## src/rtl/uart_reg_ctrl.sv

```systemverilog
// UART byte-stream command decoder driving a small 8-bit register bank.
// Optional inter-byte timeout: define UART_REG_CTRL_TIMEOUT_EN to build it.

module uart_reg_bank #(
  parameter int N_REGS = 4
) (
  input  logic                  clk,
  input  logic                  rst,
  input  logic                  wr_en,
  input  logic [7:0]            addr,
  input  logic [7:0]            wdata,
  output logic [7:0]            rdata,
  output logic                  hit,
  output logic [8*N_REGS-1:0]   regs_out
);

  localparam logic [8:0] N_REGS_9 = 9'(N_REGS);

  assign hit = ({1'b0, addr} < N_REGS_9);

  always_ff @(posedge clk) begin
    if (rst) begin
      regs_out <= '0;
    end else if (wr_en) begin
      for (int i = 0; i < N_REGS; i++) begin
        if (addr == 8'(i)) regs_out[8*i +: 8] <= wdata;
      end
    end
  end

  always_comb begin
    rdata = 8'h00;
    for (int i = 0; i < N_REGS; i++) begin
      if (addr == 8'(i)) rdata = regs_out[8*i +: 8];
    end
  end

endmodule

// state       | meaning
// ST_IDLE     | waiting for a command byte ('W' or 'R')
// ST_GET_ADDR | command latched, waiting for the address byte
// ST_GET_DATA | write address latched, waiting for the data byte
// ST_RESP     | response byte presented on tx, waiting for tx_tready
module uart_reg_ctrl #(
  parameter int N_REGS         = 4,
  parameter int TIMEOUT_CYCLES = 20_000
) (
  input  logic                  clk,
  input  logic                  rst,
  input  logic [7:0]            rx_tdata,
  input  logic                  rx_tvalid,
  output logic                  rx_tready,
  output logic [7:0]            tx_tdata,
  output logic                  tx_tvalid,
  input  logic                  tx_tready,
  output logic [8*N_REGS-1:0]   regs_out,
  output logic                  frame_err
);

  localparam logic [1:0] ST_IDLE     = 2'd0;
  localparam logic [1:0] ST_GET_ADDR = 2'd1;
  localparam logic [1:0] ST_GET_DATA = 2'd2;
  localparam logic [1:0] ST_RESP     = 2'd3;

  localparam logic [7:0] CMD_WR   = 8'h57;
  localparam logic [7:0] CMD_RD   = 8'h52;
  localparam logic [7:0] RESP_OK  = 8'h4B;
  localparam logic [7:0] RESP_BAD = 8'h3F;

  if (N_REGS < 1 || N_REGS > 256) begin : g_bad_n_regs
    $error("uart_reg_ctrl: N_REGS must be in 1..256");
  end
  if (TIMEOUT_CYCLES < 2) begin : g_bad_timeout
    $error("uart_reg_ctrl: TIMEOUT_CYCLES must be at least 2");
  end

  logic [1:0] state;
  logic       is_wr_q;
  logic [7:0] addr_q;
  logic       accept;
  logic       in_frame;
  logic       timeout;
  logic [7:0] bank_addr;
  logic [7:0] bank_rdata;
  logic       bank_hit;
  logic       bank_wr;

  assign rx_tready = !rst && (state != ST_RESP);
  assign tx_tvalid = (state == ST_RESP);
  assign accept    = rx_tvalid && rx_tready;
  assign in_frame  = (state == ST_GET_ADDR) || (state == ST_GET_DATA);

  // Reads decode the incoming addr byte directly; writes use the latched addr.
  assign bank_addr = (state == ST_GET_DATA) ? addr_q : rx_tdata;
  assign bank_wr   = accept && (state == ST_GET_DATA);

  uart_reg_bank #(.N_REGS(N_REGS)) u_bank (
    .clk      (clk),
    .rst      (rst),
    .wr_en    (bank_wr),
    .addr     (bank_addr),
    .wdata    (rx_tdata),
    .rdata    (bank_rdata),
    .hit      (bank_hit),
    .regs_out (regs_out)
  );

`ifdef UART_REG_CTRL_TIMEOUT_EN
  localparam int TW = (TIMEOUT_CYCLES > 2) ? $clog2(TIMEOUT_CYCLES) : 1;
  localparam logic [TW-1:0] TO_LAST = TW'(TIMEOUT_CYCLES - 1);

  logic [TW-1:0] to_cnt;

  assign timeout = in_frame && !accept && (to_cnt == TO_LAST);

  always_ff @(posedge clk) begin
    if (rst) begin
      to_cnt    <= '0;
      frame_err <= 1'b0;
    end else begin
      frame_err <= timeout;
      if (!in_frame || accept || timeout) to_cnt <= '0;
      else                                to_cnt <= to_cnt + 1'b1;
    end
  end
`else
  assign timeout   = 1'b0;
  assign frame_err = 1'b0;
`endif

  always_ff @(posedge clk) begin
    if (rst) begin
      state    <= ST_IDLE;
      is_wr_q  <= 1'b0;
      addr_q   <= 8'h00;
      tx_tdata <= 8'h00;
    end else begin
      case (state)
        ST_IDLE: begin
          if (accept) begin
            if (rx_tdata == CMD_WR || rx_tdata == CMD_RD) begin
              is_wr_q <= (rx_tdata == CMD_WR);
              state   <= ST_GET_ADDR;
            end else begin
              tx_tdata <= RESP_BAD;
              state    <= ST_RESP;
            end
          end
        end
        ST_GET_ADDR: begin
          if (accept) begin
            addr_q <= rx_tdata;
            if (is_wr_q) begin
              state <= ST_GET_DATA;
            end else begin
              tx_tdata <= bank_hit ? bank_rdata : RESP_BAD;
              state    <= ST_RESP;
            end
          end else if (timeout) begin
            state <= ST_IDLE;
          end
        end
        ST_GET_DATA: begin
          if (accept) begin
            tx_tdata <= bank_hit ? RESP_OK : RESP_BAD;
            state    <= ST_RESP;
          end else if (timeout) begin
            state <= ST_IDLE;
          end
        end
        default: begin
          if (tx_tready) state <= ST_IDLE;
        end
      endcase
    end
  end

endmodule

```

## config.mk

```make
export PLATFORM = sky130hd
export DESIGN_NAME = uart_reg_ctrl
export DESIGN_NICKNAME = d
export VERILOG_FILES = /design/src/rtl/uart_reg_ctrl.sv
export SDC_FILE = /design/constraint.sdc
export NUM_CORES = 1
export LEC_CHECK = 0
export CORE_MARGIN = 8
export CORE_UTILIZATION = 50
export DETAILED_ROUTE_END_ITERATION = 10
export PLACE_DENSITY = 0.82
export SETUP_SLACK_MARGIN = 0.4
export SKIP_LAST_GASP = 1
export SYNTH_ARGS = -nofsm -noshare
export SYNTH_HDL_FRONTEND = slang
export SYNTH_SLANG_ARGS = --single-unit
```

## constraint.sdc

```tcl
create_clock -name clk -period 2.25 [get_ports clk]
set_clock_uncertainty 0.05 [all_clocks]
set_input_delay 0.45 -clock clk [delete_from_list [all_inputs] [get_ports clk]]
set_output_delay 0.45 -clock clk [all_outputs]
set_load 0.1 [all_outputs]
```

==> results.toml, run 1 <==
[run_status]
run_status = "complete, no violations"

[pwr]
peakVddDrop_uv = 727
p_total_mw = 3.19
p_per_area_nw_per_um2 = 868
p_sw_frac = 0.428
p_sw_mw = 1.37
p_leak_nw = 1.53
p_int_mw = 1.82
p_comb_frac = 0.504
share_seq_of_total_power = 0.331
clkPwrFrac = 0.164

[placed_design]
port-buffer-count = 53
dpl.cell_count = 401
gp_congestion = 0.869
dp_hpwl_mm = 5.54
dp_slack_ns = -0.246

[worst_setup_path]
reg2reg_to = "tx_tdata[1]"
critPathMaxFanout = 4
timing.rr.start = "state[0]"
critPathKind = "register to register"
worstRegToRegCells = 8
worstSetupStartpointType = "register"
worst_setup_path_end_kind = "register"
cp.arrival_ns = 2.20
cp.required_ns = 2.40
reg2reg_slack_ns = 0.20

[drt]
dr.pass1.iters = 6
drt_iter0_markers = 211
vias = 2498
ant_nets = 0
drc = 0
viasPerCell = 5.88
routedWlPerCell_um = 20.7
wirelength_mm = 8.79

[sta]
fin_crit_ns = 2.05
setup_tns_ns = 0
setup_slack_ns = 0.202
worst_pin_slew_ns = 0.540
fin_crit_sh = 0.910
setup_viol = 0
grt_setup_unrepaired = "yes"
relSlewSlack = 0.640
slew_viol_final = 0
hold_viol = 0
max_freq_mhz = 488

[grt]
grt_max_degree = 49
grt_overflow_total = 0
track_usage = 0.232
antenna_found_initial = 0
grt_first_pass_wirelength_mm = 13.6
grt_pass1_vias = 2632

[finish]
drive_above_1_share = 0.411
seq_area_um2 = 1030
area_delta_synth_final_pct = 48.8
fillCellCount = 336
final_common_cell = "buf_4"
multi_input_area_um2 = 1570
antennaDiodeCount = 0
layout.nets = 373
layout_common_cells = "71 x buf_4, 49 x dfxtp_1, 43 x nor2_1, 32 x mux2i_1, 23 x nand2_1"
instances_no_fill = 425

[yosys]
ys_ff_latch = 51
yosys.cell_types.count = 56
synth-edff-count = 0
yosys_warnings = 0
synth_ff_type = "dfxtp_1"
netlist_area_um2 = 2470
avgSynthCellArea_um2 = 9.14
yosysSeqAreaShare = 0.414
async_reset_ff_frac = 0
netlist_instances = 270
syn-num-nets = 286

[die]
placementRows = 25
die_x_um = 86.3
die_h_um = 86.3
io_pins = 55
coreArea_um2 = 4750
die_area_um2 = 7440
start_util = 0.519

[flow_run]
drv_cap = 0

[min_path]
hp-class = "register to register"
min_from = "tx_tdata[6]"
hold_end = "tx_tdata[6]"
holdPathStages = 2

[clocking]
clk_pin_slew_ns = 0.09
cts_tree = "done"
cts_hold_buffers = 0
cts_htree_levels = 2
cts_num_sinks = 51
cts_root_buf = "clkbuf_8"
numCtsBuffers = 5
clk_latency_ns = 0.30
cts_buffer_depth = 2
[registers in the layout (all words and copies together) (netlist names)]
name / flops
u_bank.regs_out: 32
addr_q: 8
is_wr_q: 1
tx_tdata: 8
state: 2
[worst max-delay path by stage]
stage               slack (ns)  cells past startpoint           to         from
finish                    0.20                      8  tx_tdata[1]     state[0]
global route              0.19                      8  tx_tdata[1]     state[0]
CTS                       0.23                      8  tx_tdata[1]     state[0]
detailed placement       -0.25                      6  tx_tdata[2]  rx_tdata[2]
global placement         -0.17                      5  tx_tdata[2]  rx_tdata[1]
floorplan                 0.30                      8  tx_tdata[1]     state[0]
[synth_stat cells, drive strengths merged (3+ instances only)]
cell	number	area [um2]
a31oi	3	18.8
nor2	44	165
mux2i	40	404
clkbuf	10	37.5
o21ai	6	30.0
nand2b	4	25.0
o221a	4	45.0
nand2	25	93.8
a22oi	5	37.5
nand3	4	25.0
ha	4	50.1
inv	3	11.3
dfxtp	51	1020
a21oi	12	60.1
buf	10	67.6
and2	4	25.0
[final cells by class]
| type | count | area share |
|---|---|---|
| inverter | 3 | 0.00375 |
| sequential | 51 | 0.280 |
| clock inverter | 2 | 0.00307 |
| tap | 67 | 0.0228 |
| multi-input combinational | 197 | 0.428 |
| timing repair buffer | 99 | 0.243 |
| clock buffer | 6 | 0.0198 |
[metrics by stage]
stage               cell area [um2]  hold WS [ns]  utilization
CTS                            3570         0.415        0.751
detailed placement             3250         0.400        0.683
floorplan                      2580         0.386            -
global route                   3670         0.448        0.773
finish                         3670         0.419        0.773
global placement               3250         0.392        0.683
[layer usage]
layer | up-vias | global-route usage | wire length (um)
met5 | - | 0 | 0
met4 | 0 | 0.106 | 252
met3 | 25 | 0.0491 | 707
met2 | 151 | 0.387 | 4400
met1 | 1196 | 0.279 | 3430
li1 | 1126 | - | -
[critical path: stages (launching register included)]
cell and delay, ns:
dfxtp_4 0.38, inv_4 0.04, ha_4 0.17, buf_6 0.13
or3_4 0.34, a21boi_2 0.18, nand4b_4 0.15, or2_1 0.27
o221a_2 0.24
[power by group through the flow]
stage | clock network [mW] | logic, mW | registers, mW
global placement | 0 | 1.29 | 1.07
floorplan | 0 | 0.668 | 1.44
global route | 0.564 | 1.68 | 1.06
CTS | 0.520 | 1.52 | 1.05
finish | 0.524 | 1.61 | 1.06
detailed placement | 0 | 1.31 | 1.07
[repair_timing]
action / in CTS / in global routing
setup endpoints to repair: 42 / 52
buffers inserted: 13 / 2
cloned: 1 / 0
pin swaps: 5 / 12
resized for setup: 38 / 20
[cells by family after synthesis]
kind of cell / share of synthesized area
AND/OR/NAND/NOR: 0.211
flip-flops: 0.414
multiplexers: 0.182
AO/OA/AOI/OAI: 0.121
buffers and inverters: 0.0471
adder cells (fa/ha/maj): 0.0203
other: 0.00152
XOR/XNOR: 0.00355
Power figures use the tool's default switching activity.
==> run 2: changes to the inputs <==
--- a/config.mk
+++ b/config.mk
@@ -11,6 +11,7 @@
 export PLACE_DENSITY = 0.82
 export SETUP_SLACK_MARGIN = 0.4
 export SKIP_LAST_GASP = 1
+export SLEW_MARGIN = 20
 export SYNTH_ARGS = -nofsm -noshare
 export SYNTH_HDL_FRONTEND = slang
 export SYNTH_SLANG_ARGS = --single-unit
==> results of run 2 <==
Final layout, timing and power as in run 1 (identical DEF).
==> run 3: changes to the inputs <==
--- a/config.mk
+++ b/config.mk
@@ -9,6 +9,7 @@
 export CORE_UTILIZATION = 50
 export DETAILED_ROUTE_END_ITERATION = 10
 export PLACE_DENSITY = 0.82
+export RECOVER_POWER = 100
 export SETUP_SLACK_MARGIN = 0.4
 export SKIP_LAST_GASP = 1
 export SLEW_MARGIN = 20
==> run 3 against run 2 <==
  * Global-route usage did not move
  * Sequential power hardly changed
  * Via count rose by 1.9%
  * Worst hold slack lost 0.0044 ns
  * Maximum frequency shrank 2.9%
  * Highest routed layer unchanged
  * Critical path depth is 2 lower
  * Combinational power is 5% lower
  * Die area stayed put
==> results.toml, run 3 (same netlist as run 1, synthesis figures left out) <==
[clocking]
cts_htree_levels = 2
cts_tree = "done"
numCtsBuffers = 5
clk_latency_ns = 0.30
cts_hold_buffers = 0
cts_buffer_depth = 2
clk_pin_slew_ns = 0.09
cts_root_buf = "clkbuf_8"
cts_num_sinks = 51

[min_path]
holdPathStages = 2
hp-class = "register to register"

[drt]
dr.pass1.iters = 5
ant_nets = 0
wirelength_mm = 8.76
drc = 0
vias = 2546
routedWlPerCell_um = 20.6
viasPerCell = 5.99
drt_iter0_markers = 218

[finish]
layout.nets = 373
instances_no_fill = 425
reg_top3 = "u_bank.regs_out x32, addr_q x8, tx_tdata x8"
area_delta_synth_final_pct = 41.9
top_register = "u_bank.regs_out"
drive_above_1_share = 0.388
layout_common_cells = "50 x dfxtp_1, 43 x nor2_1, 41 x clkbuf_2, 34 x mux2i_1, 29 x buf_4"
largest_reg_flops = 32
final_common_cell = "dfxtp_1"
final_util = 0.737
fillCellCount = 376
antennaDiodeCount = 0

[worst_setup_path]
critPathKind = "input pin to register"
worstSetupStartpointType = "input pin"
worst_setup_path_end_kind = "register"
cp_slowest_cell = "dlygate4sd3_1"
worstRegToRegCells = 9
cp.arrival_ns = 2.26
crit_chain = "dlygate4sd3_1 > nor4_2 > mux2_2 > nand4b_4 > or2_0 > o221a_2"
critPathMaxFanout = 3
max_stage_delay_ns = 0.64
cp.required_ns = 2.40

[grt]
grt_max_degree = 49
track_usage = 0.232
grt_pass1_vias = 2632
grt_first_pass_wirelength_mm = 13.6
antenna_found_initial = 0
grt_overflow_total = 0

[placed_design]
port-buffer-count = 53
dpl.cell_count = 401
dp_hpwl_mm = 5.54
gp_congestion = 0.869

[die]
placementRows = 25
die_area_um2 = 7440
die_x_um = 86.3
die_h_um = 86.3
io_pins = 55
coreArea_um2 = 4750
start_util = 0.519

[pwr]
p_leak_nw = 1.48
p_per_area_nw_per_um2 = 887
peakVddDrop_uv = 673

[sta]
relSlewSlack = 0.630
slew_viol_final = 0
setup_viol = 0
fin_crit_ns = 2.11
max_freq_mhz = 474
worst_pin_slew_ns = 0.557
fin_crit_sh = 0.937
grt_setup_unrepaired = "yes"
hold_viol = 0

[flow_run]
drv_cap = 0

[run_status]
run_status = "complete, no violations"
[run 3: final timing paths]
path / from / slack (ns) / end
worst min-delay path: tx_tdata[6] / 0.42 / tx_tdata[6]
worst max-delay path: rx_tdata[5] / 0.14 / tx_tdata[1]
worst min register to register: tx_tdata[6] / 0.42 / tx_tdata[6]
worst max register to register: state[0] / 0.14 / u_bank.regs_out[26]
[run 3: layout make-up]
| cell class | instances | area (um2) | area share |
|---|---|---|---|
| flip-flops and latches | 51 | 1020 | 0.292 |
| well taps | 67 | 83.8 | 0.0239 |
| clock inverters | 2 | 11.3 | 0.00321 |
| repair buffers | 99 | 751 | 0.214 |
| clock buffers | 6 | 72.6 | 0.0207 |
| multi-input cells | 197 | 1550 | 0.441 |
| inverters | 3 | 13.8 | 0.00393 |
[run 3: worst max-delay path: cells and delay by family]
family | cells | cell delay (ns)
and+or+nand+nor | 3 | 0.69
buffers and inverters | 1 | 0.64
muxes | 1 | 0.24
AOI/OAI and AO/OA | 1 | 0.24
[run 3: through the flow]
step / worst slack (ns) / hold slack (ns) / TNS, ns / total power, mW / area (um2)
2_1_floorplan: 0.304 / 0.386 / 0 / 2.10 / 2580
3_3_place_gp: -0.166 / 0.392 / -1.45 / 2.37 / 3250
3_5_place_dp: -0.246 / 0.400 / -2.18 / 2.39 / 3250
4_1_cts: 0.225 / 0.415 / 0 / 3.09 / 3570
5_1_grt: 0.0489 / 0.448 / 0 / 3.23 / 3500
6_report: 0.141 / 0.415 / 0 / 3.11 / 3500
[run 3: metal layers]
layer,track usage,vias to the layer above,share of wire
li1,-,1124,-
met1,0.279,1211,0.38
met2,0.387,177,0.49
met3,0.0491,34,0.095
met4,0.106,0,0.038
met5,0,-,0
[run 3: report_power, final]
group          total (mW)  internal [mW]  leakage [nW]  switching, mW
Clock               0.523          0.219        0.0455          0.304
Sequential           1.05          0.983         0.413         0.0690
Combinational        1.53          0.556          1.02          0.976
Total                3.11           1.76          1.48           1.35
[run 3: repair_timing]
item / CTS / global route
setup endpoints to repair: 42 / 52
pin swaps: 5 / 12
cloned: 1 / 0
setup buffers: 13 / 2
resized for setup: 38 / 20
